`config.mk`:
```
export PLATFORM = sky130hd
export DESIGN_NAME = inst_fetch_if
export DESIGN_NICKNAME = d
export VERILOG_FILES = /design/src/rtl/inst_fetch_if.sv
export SDC_FILE = /design/constraint.sdc
export NUM_CORES = 1
export LEC_CHECK = 0
export BUFFER_PORTS_ARGS = -buffer_cell sky130_fd_sc_hd__buf_2
export CAP_MARGIN = 20
export CORE_MARGIN = 5
export CORE_UTILIZATION = 52
export CTS_CLUSTER_SIZE = 14
export DETAILED_ROUTE_END_ITERATION = 8
export PLACE_DENSITY = 0.94
export SLEW_MARGIN = 20
export SYNTH_ARGS = -nofsm -noshare
export SYNTH_HDL_FRONTEND = slang
export SYNTH_SLANG_ARGS = --single-unit
```
`constraint.sdc`:
```
create_clock -name clk -period 3.3 [get_ports clk]
set_input_delay 0.66 -clock clk [delete_from_list [all_inputs] [get_ports clk]]
set_output_delay 0.66 -clock clk [all_outputs]
set_load 0.05 [all_outputs]
```
`src/rtl/inst_fetch_if.sv`:
```
// Instruction-fetch responder: translates the PC, runs one outstanding SRAM-like
// bus transaction at a time and holds the returned word for decode.
module inst_fetch_if #(
  parameter int WIDTH = 32
) (
  input  logic             clk,
  input  logic             rst,
  input  logic             ce,
  input  logic [WIDTH-1:0] pc,
  input  logic             stallD,
  input  logic             flush,
  output logic             i_stall,
  output logic [WIDTH-1:0] inst,
  output logic [WIDTH-1:0] inst_pc,
  output logic             inst_valid,
  output logic             adel,
  output logic             inst_req,
  output logic [WIDTH-1:0] inst_addr,
  input  logic             inst_addr_ok,
  input  logic             inst_data_ok,
  input  logic [WIDTH-1:0] inst_rdata
);
  localparam logic [1:0] S_IDLE = 2'd0;
  localparam logic [1:0] S_ADDR = 2'd1;
  localparam logic [1:0] S_DATA = 2'd2;
  localparam logic [1:0] S_DONE = 2'd3;

  logic [1:0]       r_state;
  logic             r_cancel;
  logic [WIDTH-1:0] r_inst;
  logic [WIDTH-1:0] r_inst_pc;
  logic             r_adel;
  logic [WIDTH-1:0] r_addr;

  logic [WIDTH-1:0] w_paddr;
  logic             w_idle_go;
  logic             w_issue;
  logic             w_misalign;

  // kseg0/kseg1 (pc[31:29] = 100/101) are unmapped: strip the top three bits.
  always_comb begin
    w_paddr = pc;
    if (pc[WIDTH-1 -: 2] == 2'b10) w_paddr[WIDTH-1 -: 3] = 3'b000;
  end

  assign w_idle_go  = (r_state == S_IDLE) & ce & ~flush & ~r_cancel;
  assign w_issue    = w_idle_go & (pc[1:0] == 2'b00);
  assign w_misalign = w_idle_go & (pc[1:0] != 2'b00);

  assign inst_req   = ~rst & (w_issue | (r_state == S_ADDR));
  assign inst_addr  = (r_state == S_ADDR) ? r_addr : w_paddr;
  assign i_stall    = ce & (r_state != S_DONE) & ~flush;
  assign inst_valid = (r_state == S_DONE);
  assign inst       = r_inst;
  assign inst_pc    = r_inst_pc;
  assign adel       = r_adel;

  always_ff @(posedge clk) begin
    if (rst) begin
      r_state   <= S_IDLE;
      r_cancel  <= 1'b0;
      r_inst    <= '0;
      r_inst_pc <= '0;
      r_adel    <= 1'b0;
    end else begin
      case (r_state)
        S_IDLE: begin
          if (w_issue) begin
            r_inst_pc <= pc;
            r_addr    <= w_paddr;
            r_state   <= inst_addr_ok ? S_DATA : S_ADDR;
          end else if (w_misalign) begin
            r_inst    <= '0;
            r_adel    <= 1'b1;
            r_inst_pc <= pc;
            r_state   <= S_DONE;
          end
        end
        // The request cannot be withdrawn; a flush only marks the data stale.
        S_ADDR: begin
          if (flush) r_cancel <= 1'b1;
          if (inst_addr_ok) r_state <= S_DATA;
        end
        S_DATA: begin
          if (inst_data_ok) begin
            if (r_cancel | flush) begin
              r_cancel <= 1'b0;
              r_state  <= S_IDLE;
            end else begin
              r_inst  <= inst_rdata;
              r_adel  <= 1'b0;
              r_state <= S_DONE;
            end
          end else if (flush) begin
            r_cancel <= 1'b1;
          end
        end
        S_DONE: begin
          if (!stallD || flush) r_state <= S_IDLE;
        end
        default: r_state <= S_IDLE;
      endcase
    end
  end
endmodule

```
# ---- After elaboration in Yosys (flattened, before gate mapping)
# Index checks and enable logic that the tools add are counted.
dict set report word_totals {
  regBits 100
  word_cells 71
  output_inout_bits 100
}
dict set report op_classes {
  bitwise_logic 13
  n_reduce_logical 13
  n_eq_ne 13
  n_mux 26
}
# cell n
set op_table {}
lappend op_table {{32-bit 2-to-1 mux} 7}
lappend op_table {{32-bit one-hot mux with 2 select lines} 1}
lappend op_table {{2-bit 2-to-1 mux} 7}
lappend op_table {{2-bit inequality test, second input constant} 6}
lappend op_table {{1-bit bitwise AND} 8}
lappend op_table {{2-bit one-hot mux with 4 select lines} 1}
lappend op_table {{2-bit nonzero test} 4}
lappend op_table {{1-bit 2-to-1 mux} 7}
lappend op_table {{2-bit equality test, second input constant} 3}
lappend op_table {{3-bit inequality test, second input constant} 2}
lappend op_table {{5-bit AND reduction} 1}
lappend op_table {{2-bit zero test} 2}
lappend op_table {{1-bit one-hot mux with 2 select lines} 2}
lappend op_table {{2-bit AND reduction} 2}
lappend op_table {{4-bit AND reduction} 1}
lappend op_table {{3-bit 2-to-1 mux} 1}
lappend op_table {{1-bit inverter} 3}
lappend op_table {{3-bit AND reduction} 1}
lappend op_table {{2-bit by 1-bit equality test with 1-bit output, second input constant} 1}
lappend op_table {{2-bit by 1-bit inequality test with 1-bit output, second input constant} 1}
lappend op_table {{1-bit bitwise OR} 2}
lappend op_table {{1-bit zero test} 1}
lappend op_table {{1-bit logical OR} 1}

# ---- Logic depth before layout (Yosys ltp)
dict set report depth {
  depth_word 8
  ltp_mapped 5
}

# ---- Worst setup path before layout
# Ideal clock, no wire load.
dict set report synth_path {
  path_type {flip-flop to output port}
  start {register r_state[0]}
  end {output i_stall}
  stages_incl_launch_ff 5
  arrival_ns 2.027
  required_ns 2.640
  slack_ns 0.613
  path_buffers 1
  cell_sequence {dfxtp_1 clkbuf_1 nand2_1 inv_1 nor3b_1}
}
dict set report synth_between {
  elab_chain_len 3
}
# element line
set synth_lines {}
lappend synth_lines {{start: declaration} 28} ;# logic [1:0] r_state;
lappend synth_lines {{start signal: assignment} 71} ;# r_state <= inst_addr_ok ? S_DATA : S_ADDR;
lappend synth_lines {{2-bit inequality test} 52} ;# assign i_stall = ce & (r_state != S_DONE) & ~flush;
lappend synth_lines {{1-bit bitwise AND (2 in series)} 52}
lappend synth_lines {{end: declaration} 12} ;# output logic i_stall,
# No other way between the ends.

# ---- Worst setup path after layout
dict set report layout_path {
  start {register r_state[1]}
  end {output inst_addr[31]}
}
dict set report layout_between {
  elab_chain_len 2
}
# element line
set layout_lines {}
lappend layout_lines {{2-bit by 1-bit equality test with 1-bit output} 51} ;# assign inst_addr = (r_state == S_ADDR) ? r_addr : w_paddr;
lappend layout_lines {{32-bit 2-to-1 mux} 51}
lappend layout_lines {{end: declaration} 18} ;# output logic [WIDTH-1:0] inst_addr,
# No other way between the ends.

==> results.tsv <==
metric	value	unit
CP max-delay cell	dfxtp_1	
worst reg2reg endpoint	inst[29]$_SDFFE_PP0P_	
met3 Use GR	5.540	%
Worst Setup SP	r_state[1]$_SDFFE_PP0P_	
Final Setup Violations	0	
Ports	171	
DR vias/cell	5.318	
Final Hold Fails	0	
vias in the first global route	3519	
cts hold-fix bufs	0	
first-pass GRT wire length	17.13	mm
Seq cells post-synth	100	
Cell Area, Placed	5061	um^2
core area	7767	um^2
Reg2Reg Depth	5	
arrival time at the worst endpoint	1960	ps
top cells by area, synth	dfxtp_1, edfxtp_1, mux2_2	
Nets	625	
DRT Wirelength	10.34	mm
Setup Skew	12.71	ps
met1 usage	24.91	%
Mapped Cells	395	
Starting Density	53.67	%
Resized Gates After CTS	0	
clk_lat worst skew	350	ps
Synth Net Count	466	
Hold WS	464.0	ps
Avg Cell Area, Syn	10.55	um^2
Crit. End Element	primary output	
CP delay by family, top	buffers and inverters	
die width	99.54	um
diode count	0	
status	finished clean	
Warnings, synthesis	0	
CTS Root Cell	clkbuf_8	
Die ar.	9908	um^2
CP Data Required Time	2640	ps
Levels on crit path	4	
Fill cells	598	
slew margin rel.	52.79	%
WL/cell	15.64	um
pin count of the biggest net entering global routing	42	
Placer Congestion	0.8197	
max-slew violation count	0	
crit path buf inv count	2	
TritonCTS clock tree	built	
power per standard cell area	631.9	nW/um^2
initial antenna violation count	0	
Total GRT Usage	21.06	%
CTS buffer count	9	
final period demand of the worst path	2616	ps
Detail Route Antenna Nets	0	
IO Port Bufs	170	
reg-to-reg setup timing slack	1100	ps
Setup Buffers After CTS	0	
Area Growth Syn to Fin	26.77	%
slew of the pin with the lowest slew margin	708.1	ps
Pleak	2.208	nW
commonest cells after routing, fill and taps aside	buf_2, dfxtp_1, nand2_1, o21ai_0, a21oi_1	
total grt overflow	0	
most common flop cell mapped by yosys	dfxtp_1	
TritonRoute pass-1 iters	5	
layout cells sized above 1	41.50	%
hpwl dp	7.339	mm
CP cell instances	nor2b_2 > buf_4 > mux2_2 > buf_2	
total power	3.340	mW
grt peak-use layer	met2	
Multi-input gate area	1663	um^2
Die H	99.54	um
Max FO, Critical Path	34	
Synth cell types	35	
crit path to	inst_addr[31]	
WS Path Type	register to primary output	
Vias	3515	
clk slew on worst S/H paths	90	ps
# DRC	0	
share of the synthesized area in the top cell type	32.65	%
post-synthesis sequential area ratio	55.70	%
FFs w/ async S/R, synth	0	%
EDFF count, synth	32	
Synth area leader	dfxtp_1	
site row count	32	
met2 Resource Use GR	37.24	%
CTS max path bufs	2	
H-tree depth	3	
max-cap viol count	0	
reg2reg start	r_state[1]$_SDFFE_PP0P_	
initial drt markers	205	
Max VDD drop	0.0002463	V
commonest non-fill, non-tap cell in the layout	buf_2	
TNS Setup	0	ps
Mapped Area	4169	um^2
Reg area	2322	um^2
fmax	382.2	MHz
hold crit path type	register to register	
RSZ-0062 raised after global routing	no	
startpoint types	register	
CTS Sinks	100	
max incr delay on CP	450	ps
fin crit share	79.28	%
design area	5285	um^2
## sequential cells by signal (all words and copies together) (netlist names)
register and flops:
adel 1, r_state 2, inst 32, r_addr 32, r_cancel 1, inst_pc 32
## worst reg2reg max path: stages, from the launching register on
cell	delay, ps
dfxtp_1	450
or4b_1	540
buf_4	250
o2bb2ai_4	140
buf_4	450
mux2i_1	300
## routing by layer
metal  vias up  wire [um]
met5         -          0
met1      1642       4125
li1       1714          -
met4         0         92
met2       150       5148
met3         9        969
## layout make-up
type	count	share of cell area (%)
Timing Repair Buffer	181	17.66
Inverter	4	0.2841
Clock inverter	6	1.823
Multi-Input combinational cell	258	31.46
Tap cell	102	2.415
Sequential cell	100	43.94
Clock buffer	10	2.415
## cell families (layout without fill, tap and decap cells)
family | count (synthesis) | count (layout) | share of synthesized area [%]
flip-flops | 100 | 100 | 55.70
multiplexers | 63 | 63 | 16.06
AO/OA/AOI/OAI | 81 | 81 | 11.01
buffers and inverters | 37 | 201 | 4.592
AND/OR/NAND/NOR | 114 | 114 | 12.64
## worst min-delay path by stage
stage                                     start               endpoint  depth (start not counted)
after floorplan           r_cancel$_SDFFE_PP0P_  r_cancel$_SDFFE_PP0P_                          2
after global placement    inst[22]$_SDFFE_PP0P_  inst[22]$_SDFFE_PP0P_                          2
after detailed placement  inst[20]$_SDFFE_PP0P_  inst[20]$_SDFFE_PP0P_                          2
after CTS                 inst[20]$_SDFFE_PP0P_  inst[20]$_SDFFE_PP0P_                          2
after global routing                     pc[17]   r_addr[17]$_DFFE_PP_                          1
final                     inst[20]$_SDFFE_PP0P_  inst[20]$_SDFFE_PP0P_                          2
## where the power goes
part | internal (mW) | switching [mW]
clock network | 0.438 | 0.417
registers | 1.34 | 0.0457
logic | 0.319 | 0.784
## synthesized netlist by cell type (all sizes together), types with 3 or more instances
master / n
dfxtp: 68
nand2: 67
o21ai: 35
a21oi: 34
edfxtp: 32
mux2i: 32
nand3: 32
mux2: 31
clkbuf: 26
buf: 7
nor2: 3
## per-stage QoR
step	util [%]	worst slack (ps)	instances
detailed placement	65.16	821.8	645
CTS	68.04	661.0	661
global route	68.04	600.2	661
global placement	65.16	892.3	645
floorplan	-	613.0	395
finish	68.04	683.7	661
Power figures use the tool's default switching activity.
